File: src/rtl/hilo_pkg.sv
// Shared definitions for the HI/LO multiply/divide unit.
//   op_t    : operation encoding presented on the request bus (6/7 reserved)
//   state_t : control FSM states of hilo_muldiv_unit
//   div_latency() / DIV_LATENCY : accept-to-result edges for DIV/DIVU
package hilo_pkg;

  typedef enum logic [2:0] {
    OP_MTHI  = 3'd0,
    OP_MTLO  = 3'd1,
    OP_MULT  = 3'd2,
    OP_MULTU = 3'd3,
    OP_DIV   = 3'd4,
    OP_DIVU  = 3'd5
  } op_t;

  typedef enum logic [2:0] {
    ST_IDLE,
    ST_MUL,
    ST_DIV_PREP,
    ST_DIV_ITER,
    ST_DIV_FIX
  } state_t;

  // One prep cycle, one cycle per quotient bit, one sign-fix cycle.
  function automatic int div_latency(input int width);
    return width + 2;
  endfunction

  localparam int DEFAULT_WIDTH = 32;
  localparam int DIV_LATENCY   = div_latency(DEFAULT_WIDTH);

endpackage

File: src/rtl/hilo_muldiv_unit_if.sv
// Request/result bus between the execute stage and the HI/LO unit.
//   master : requester (drives start/op/in_a/in_b, observes busy/done/hi/lo)
//   slave  : hilo_muldiv_unit
interface hilo_muldiv_unit_if #(
  parameter int WIDTH = 32
);
  logic             start;
  logic [2:0]       op;
  logic [WIDTH-1:0] in_a;
  logic [WIDTH-1:0] in_b;
  logic             busy;
  logic             done;
  logic [WIDTH-1:0] hi;
  logic [WIDTH-1:0] lo;

  modport master (output start, op, in_a, in_b, input busy, done, hi, lo);
  modport slave  (input start, op, in_a, in_b, output busy, done, hi, lo);
endinterface

File: src/rtl/hilo_muldiv_unit_seq_divider.sv
// seq_divider: unsigned restoring divider, one quotient bit per cycle.
//   clk, reset          : clock, synchronous active-high reset
//   start               : load dividend/divisor and begin WIDTH iterations
//   dividend, divisor   : unsigned magnitudes
//   done                : high during the final iteration cycle; quotient and
//                         remainder are valid from the following cycle on
//   quotient, remainder : results (held until the next start)
module seq_divider #(
  parameter int WIDTH = 32
) (
  input  logic             clk,
  input  logic             reset,
  input  logic             start,
  input  logic [WIDTH-1:0] dividend,
  input  logic [WIDTH-1:0] divisor,
  output logic             done,
  output logic [WIDTH-1:0] quotient,
  output logic [WIDTH-1:0] remainder
);

  localparam int            CW   = $clog2(WIDTH);
  localparam logic [CW-1:0] LAST = CW'(WIDTH - 1);

  logic             active;
  logic [CW-1:0]    cnt;
  logic [WIDTH-1:0] rem_q;
  logic [WIDTH-1:0] quo_q;
  logic [WIDTH-1:0] dvs_q;
  logic [WIDTH:0]   shifted;
  logic [WIDTH-1:0] diff;
  logic             fits;

  // Shift the next dividend bit into the partial remainder and try the
  // subtraction; the remainder stays below the divisor, so WIDTH+1 bits
  // always suffice for the shifted value.
  always_comb begin
    shifted = {rem_q, quo_q[WIDTH-1]};
    fits    = shifted >= {1'b0, dvs_q};
    diff    = shifted[WIDTH-1:0] - dvs_q;
  end

  // NOTE: sequential state uses non-blocking assignments so every register
  // samples the pre-edge values regardless of statement order.
  // NOTE: only control (active/cnt) is reset; the datapath registers are
  // fully reloaded on start, so resetting them would add nothing.
  always_ff @(posedge clk) begin
    if (reset) begin
      active <= 1'b0;
      cnt    <= '0;
    end else if (start) begin
      active <= 1'b1;
      cnt    <= '0;
      rem_q  <= '0;
      quo_q  <= dividend;
      dvs_q  <= divisor;
    end else if (active) begin
      rem_q <= fits ? diff : shifted[WIDTH-1:0];
      quo_q <= {quo_q[WIDTH-2:0], fits};
      cnt   <= cnt + 1'b1;
      if (cnt == LAST) active <= 1'b0;
    end
  end

  assign done      = active && (cnt == LAST);
  assign quotient  = quo_q;
  assign remainder = rem_q;

endmodule

File: src/rtl/hilo_muldiv_unit.sv
// hilo_muldiv_unit: multi-cycle multiply/divide unit with HI/LO registers.
//   clk, reset : clock, synchronous active-high reset (aborts any operation)
//   bus.start/op/in_a/in_b : request, accepted when start=1 and busy=0
//   bus.busy   : a MULT/DIV is in flight
//   bus.done   : one-cycle pulse after HI/LO take a MULT/DIV result
//   bus.hi/lo  : architectural HI and LO registers
// MULT/MULTU write {hi,lo} MUL_LATENCY edges after accept; DIV/DIVU write
// lo=quotient, hi=remainder WIDTH+2 edges after accept.
module hilo_muldiv_unit
  import hilo_pkg::*;
#(
  parameter int WIDTH       = 32,
  parameter int MUL_LATENCY = 1
) (
  input logic               clk,
  input logic               reset,
  hilo_muldiv_unit_if.slave bus
);

  localparam int             MCW      = (MUL_LATENCY > 1) ? $clog2(MUL_LATENCY) : 1;
  localparam logic [MCW-1:0] MUL_LAST = MCW'(MUL_LATENCY - 1);

  state_t             state, state_nxt;
  logic [WIDTH-1:0]   hi_q, lo_q;
  logic               done_q;
  logic [MCW-1:0]     mul_cnt;
  logic [2*WIDTH-1:0] ext_a, ext_b, prod_full, prod_q;
  logic [WIDTH-1:0]   a_q, b_q, abs_a, abs_b;
  logic               div_signed, q_neg, r_neg;
  logic               div_done;
  logic [WIDTH-1:0]   div_quo, div_rem, quo_fix, rem_fix;

  // Sign- or zero-extending both operands to 2*WIDTH makes a plain unsigned
  // multiply yield the correct two's-complement product in either mode.
  always_comb begin
    ext_a = (bus.op == OP_MULT) ? {{WIDTH{bus.in_a[WIDTH-1]}}, bus.in_a}
                                : {{WIDTH{1'b0}}, bus.in_a};
    ext_b = (bus.op == OP_MULT) ? {{WIDTH{bus.in_b[WIDTH-1]}}, bus.in_b}
                                : {{WIDTH{1'b0}}, bus.in_b};
    prod_full = ext_a * ext_b;
  end

  // Magnitudes for the unsigned core. The most-negative value maps onto its
  // own bit pattern, which is the correct unsigned magnitude; with a divisor
  // of -1 this makes the overflow case fall out as lo=most-negative, hi=0.
  always_comb begin
    abs_a   = (div_signed && a_q[WIDTH-1]) ? -a_q : a_q;
    abs_b   = (div_signed && b_q[WIDTH-1]) ? -b_q : b_q;
    quo_fix = q_neg ? -div_quo : div_quo;
    rem_fix = r_neg ? -div_rem : div_rem;
  end

  seq_divider #(.WIDTH(WIDTH)) u_div (
    .clk       (clk),
    .reset     (reset),
    .start     (state == ST_DIV_PREP),
    .dividend  (abs_a),
    .divisor   (abs_b),
    .done      (div_done),
    .quotient  (div_quo),
    .remainder (div_rem)
  );

  always_ff @(posedge clk) begin
    if (reset) state <= ST_IDLE;
    else       state <= state_nxt;
  end

  // NOTE: state_nxt gets its default before the case so no path through the
  // block leaves it unassigned, which would infer a latch.
  always_comb begin
    state_nxt = state;
    case (state)
      ST_IDLE: begin
        if (bus.start) begin
          if (bus.op == OP_MULT || bus.op == OP_MULTU)    state_nxt = ST_MUL;
          else if (bus.op == OP_DIV || bus.op == OP_DIVU) state_nxt = ST_DIV_PREP;
        end
      end
      ST_MUL:      if (mul_cnt == MUL_LAST) state_nxt = ST_IDLE;
      ST_DIV_PREP: state_nxt = ST_DIV_ITER;
      ST_DIV_ITER: if (div_done) state_nxt = ST_DIV_FIX;
      ST_DIV_FIX:  state_nxt = ST_IDLE;
      default:     state_nxt = ST_IDLE;
    endcase
  end

  // Requests are only looked at in IDLE, so anything presented while busy,
  // including MTHI/MTLO, is dropped; reserved opcodes fall to the default.
  always_ff @(posedge clk) begin
    if (reset) begin
      hi_q    <= '0;
      lo_q    <= '0;
      done_q  <= 1'b0;
      mul_cnt <= '0;
    end else begin
      done_q <= 1'b0;
      case (state)
        ST_IDLE: begin
          if (bus.start) begin
            case (bus.op)
              OP_MTHI: hi_q <= bus.in_a;
              OP_MTLO: lo_q <= bus.in_a;
              OP_MULT, OP_MULTU: begin
                prod_q  <= prod_full;
                mul_cnt <= '0;
              end
              OP_DIV, OP_DIVU: begin
                a_q        <= bus.in_a;
                b_q        <= bus.in_b;
                div_signed <= (bus.op == OP_DIV);
              end
              default: ;
            endcase
          end
        end
        ST_MUL: begin
          if (mul_cnt == MUL_LAST) begin
            {hi_q, lo_q} <= prod_q;
            done_q       <= 1'b1;
          end else begin
            mul_cnt <= mul_cnt + 1'b1;
          end
        end
        ST_DIV_PREP: begin
          // Quotient is negative when signs differ; remainder follows dividend.
          q_neg <= div_signed && (a_q[WIDTH-1] ^ b_q[WIDTH-1]);
          r_neg <= div_signed && a_q[WIDTH-1];
        end
        ST_DIV_FIX: begin
          if (b_q == '0) begin
            hi_q <= a_q;
            lo_q <= '1;
          end else begin
            hi_q <= rem_fix;
            lo_q <= quo_fix;
          end
          done_q <= 1'b1;
        end
        default: ;
      endcase
    end
  end

  assign bus.busy = (state != ST_IDLE);
  assign bus.done = done_q;
  assign bus.hi   = hi_q;
  assign bus.lo   = lo_q;

endmodule

File: src/flat_wrapper.sv
// flat-port wrapper written by rule: the top's interface ports become plain ports
module hilo_muldiv_unit_flat import hilo_pkg::*;
#(
  parameter int WIDTH       = 32,
  parameter int MUL_LATENCY = 1
)
  (clk, reset, bus_start, bus_op, bus_in_a, bus_in_b, bus_busy, bus_done, bus_hi, bus_lo);
  hilo_muldiv_unit_if #(.WIDTH(WIDTH)) bus_i ();
  input logic clk;
  input logic reset;
  input wire logic [$bits(bus_i.start)-1:0] bus_start;
  input wire logic [$bits(bus_i.op)-1:0] bus_op;
  input wire logic [$bits(bus_i.in_a)-1:0] bus_in_a;
  input wire logic [$bits(bus_i.in_b)-1:0] bus_in_b;
  output wire logic [$bits(bus_i.busy)-1:0] bus_busy;
  output wire logic [$bits(bus_i.done)-1:0] bus_done;
  output wire logic [$bits(bus_i.hi)-1:0] bus_hi;
  output wire logic [$bits(bus_i.lo)-1:0] bus_lo;
  assign bus_i.start = bus_start;
  assign bus_i.op = bus_op;
  assign bus_i.in_a = bus_in_a;
  assign bus_i.in_b = bus_in_b;
  assign bus_busy = bus_i.busy;
  assign bus_done = bus_i.done;
  assign bus_hi = bus_i.hi;
  assign bus_lo = bus_i.lo;
  hilo_muldiv_unit #(.WIDTH(WIDTH), .MUL_LATENCY(MUL_LATENCY)) u_core (.clk(clk), .reset(reset), .bus(bus_i));
endmodule
File: config.mk
export PLATFORM = sky130hd
export DESIGN_NAME = hilo_muldiv_unit_flat
export DESIGN_NICKNAME = d
export VERILOG_FILES = /design/src/rtl/hilo_pkg.sv /design/src/rtl/hilo_muldiv_unit_if.sv /design/src/rtl/hilo_muldiv_unit_seq_divider.sv /design/src/rtl/hilo_muldiv_unit.sv /design/src/flat_wrapper.sv
export SDC_FILE = /design/constraint.sdc
export NUM_CORES = 2
export LEC_CHECK = 0
export CAP_MARGIN = 10
export CORE_MARGIN = 4
export CORE_UTILIZATION = 40
export CTS_CLUSTER_SIZE = 28
export DETAILED_ROUTE_END_ITERATION = 10
export SLEW_MARGIN = 5
export SYNTH_ARGS = -nofsm -noshare
export SYNTH_HDL_FRONTEND = slang
export SYNTH_SLANG_ARGS = --single-unit
File: constraint.sdc
create_clock -name clk -period 12.9 [get_ports clk]
set_input_delay 1.935 -clock clk [delete_from_list [all_inputs] [get_ports clk]]
set_output_delay 1.935 -clock clk [all_outputs]
set_load 0.01 [all_outputs]
==> run metrics <==
status=complete, no violations; Setup WS pre-CTS=a little under 0.7 ns; Post-synth ARST share=0%; CP Max Fanout=14; GP Congestion=around 0.96; CP Capture Type=register; worst slew pin tran=1.215 ns; Final Skew=0.01490 ns; fin crit share=~91%; reg2reg end=u_core.bus.hi[0]; Post-synth EDFFs=227; Synth Net Count=between 8k and 9k; largest net degree at the start of global routing=between 60 and 70; Die W=slightly above 400 um; Slew Limit Headroom=between 10% and 20%; Port Buffers=between 100 and 150; Crit Reg-Reg Startpoint=u_core.b_q[8]; post_cts resized=0; Nets=about 8.4k; Post-Syn Instances=approximately 6.6k; YS warnings=0; mean post-synth cell area=around 9.6 um2; post-route ant nets=0; DR WL/cell=approximately 23 um; CP startpoint kind=input pin; worst stage delay on the critical path=between 0.7 and 0.8 ns; maxcap violations=0; CTS tree=done; area growth from synthesis to layout=7.219%; starting density of the core=40.32%; die area=around 160,000 um2; Cell Area, Synth=about 63,000 um2; DR pass1 iterations=5; Worst Hold Depth=0; Top FF cell, synth=edfxtp_1; area leader, netlist=fa_1; io pins=approximately 140; Final setup viols=0; worst setup path class=in2reg; CTS H-Tree Depth=1; Seq cells post-synth=about 300; final setup margin=1.218 ns; R2R setup slack=~8.5 ns; Crit path required time=between 10 and 15 ns; CTS Sinks=~300; share of the synthesized area in the top cell type=between 40 and 50%; final wirelength=200,900 um; TNS Setup=0 ns; synth top area cells=fa_1, edfxtp_1, inv_1; Rows=145; total track usage=between 20% and 30%; Final Max Slew Viols=0; Max stage delay cell, worst path=fa_1; Reg clk slew, reported paths=0.06 ns; Hold Crit Start=u_core.b_q[0]; CTS Hold Bufs=0; vias in the first global route=about 50k; most used cell along the critical path=fa_1; vias per cell=5.301; hold endpoint=u_core.u_div.dvs_q[0]; Final Hold Vio Count=0; Worst Reg-to-Reg Cells=9; Max clock buf depth=3; post-synth cell types=77; sequential element share of the synthesized area=between 10% and 20%; postcts setup bufs=0; Post-DP HPWL=approximately 170,000 um; Die H=between 400 and 500 um; total number of vias=45.62k; # DRC=0; layout cell share with drive strength beyond 1=between 4 and 5%; Fmax=~86 MHz; clk_lat worst skew=around 0.6 ns; initial antenna violation count=25; RSZ-0062 raised after global routing=false; GR Overflow Total=0; Final Critical Period=around 12 ns; Filler Cell Count=between 15k and 20k; Tightest Hold Check Type=reg2reg; starting DRC count in detailed routing=~3.7k; core region area=around 160,000 um2; first-pass GRT wire length=308,800 um; Clock Root Buffer=clkbuf_16; CTS Buf Count=31; Worst Path Arrival=~12 ns
## state kept, by name, indices dropped and copies added, names as in the netlist
| register | count |
|---|---|
| u_core.b_q | 32 |
| u_core.u_div.remainder | 32 |
| u_core.a_q | 32 |
| u_core.q_neg | 1 |
| u_core.state | 3 |
| u_core.u_div.cnt | 5 |
| u_core.u_div.quotient | 32 |
| u_core.prod_q | 64 |
| u_core.bus.hi | 32 |
| u_core.div_signed | 1 |
| u_core.bus.lo | 32 |
| u_core.bus.done | 1 |
| u_core.r_neg | 1 |
| u_core.u_div.dvs_q | 32 |
| u_core.u_div.active | 1 |
## final cells by class
type	count	area, um2	area share [%]
diodes	11	27.53	0.04071
clock buffers	36	868.3	1.284
clock inverters	22	197.7	0.2924
inverters	1558	5848	8.650
multi-input cells	4357	47650	70.48
flip-flops and latches	301	8298	12.27
well taps	2058	2575	3.809
repair buffers	264	2142	3.168
## worst max-delay path by stage
stage / start / end / slack [ns] / cells after the start
6_report: bus_op[2] / u_core.prod_q[59] / 1.22 / 31
5_1_grt: bus_op[2] / u_core.prod_q[63] / 0.78 / 31
4_1_cts: bus_op[2] / u_core.prod_q[62] / 1.30 / 33
3_5_place_dp: bus_op[2] / u_core.prod_q[63] / 0.68 / 31
3_3_place_gp: bus_op[2] / u_core.prod_q[62] / 0.77 / 30
2_1_floorplan: bus_op[2] / u_core.prod_q[62] / 1.54 / 32
## cell usage after synthesis, types with 56 or more instances
cell type / n
and2_1: 449
fa_1: 1417
nand2_1: 799
inv_1: 1558
xor2_1: 110
nor2_1: 161
a221oi_1: 56
edfxtp_1: 227
o21ai_0: 147
ha_1: 352
dfxtp_1: 74
a21oi_1: 138
xnor2_1: 159
a211oi_1: 60
clkbuf_1: 317
## cells in the final DEF (no fill, tap or decap), types with 126 or more instances in the layout
master,count
buf_4,126
o21ai_0,147
nand2_1,798
edfxtp_1,227
inv_1,1558
and2_1,450
nor2_1,155
xnor2_1,159
ha_1,352
fa_1,1417
a21oi_1,138
## cell families after synthesis
group	Yosys count	synth area share (%)
flip-flops	301	13.16
buffers and inverters	1895	11.34
XOR/XNOR	269	3.736
AO/OA/AOI/OAI	659	6.971
adder cells (fa/ha/maj)	1771	52.00
multiplexers	13	0.2084
AND/OR/NAND/NOR	1645	12.58
## through the flow
| stage | std cells | hold slack (ns) | cell area (um2) | utilization [%] |
|---|---|---|---|---|
| after floorplan | 6553 | 0.4411 | 63060 | - |
| after global placement | 8538 | 0.4801 | 66520 | 42.53 |
| after detailed placement | 8538 | 0.4784 | 66520 | 42.53 |
| after CTS | 8596 | 0.4921 | 67580 | 43.21 |
| after global routing | 8603 | 0.5009 | 67600 | 43.23 |
| final | 8607 | 0.4875 | 67610 | 43.23 |
## routing by layer
layer,GRT usage [%],routed length [um]
met5,0,0
met4,8.849,8271
met3,3.342,13930
met2,42.95,98080
met1,32.33,80670
## critical path, delay by kind of cell
family,cells,cell delay (ns)
AO/OA/AOI/OAI,5,1.08
XOR/XNOR,1,0.13
adder cells (fa/ha/maj),11,5.73
buffers and inverters,7,1.17
AND/OR/NAND/NOR,7,1.93
Power is not shown: default switching activity piles up to over one toggle a cycle in this logic, so the estimate is an artifact.
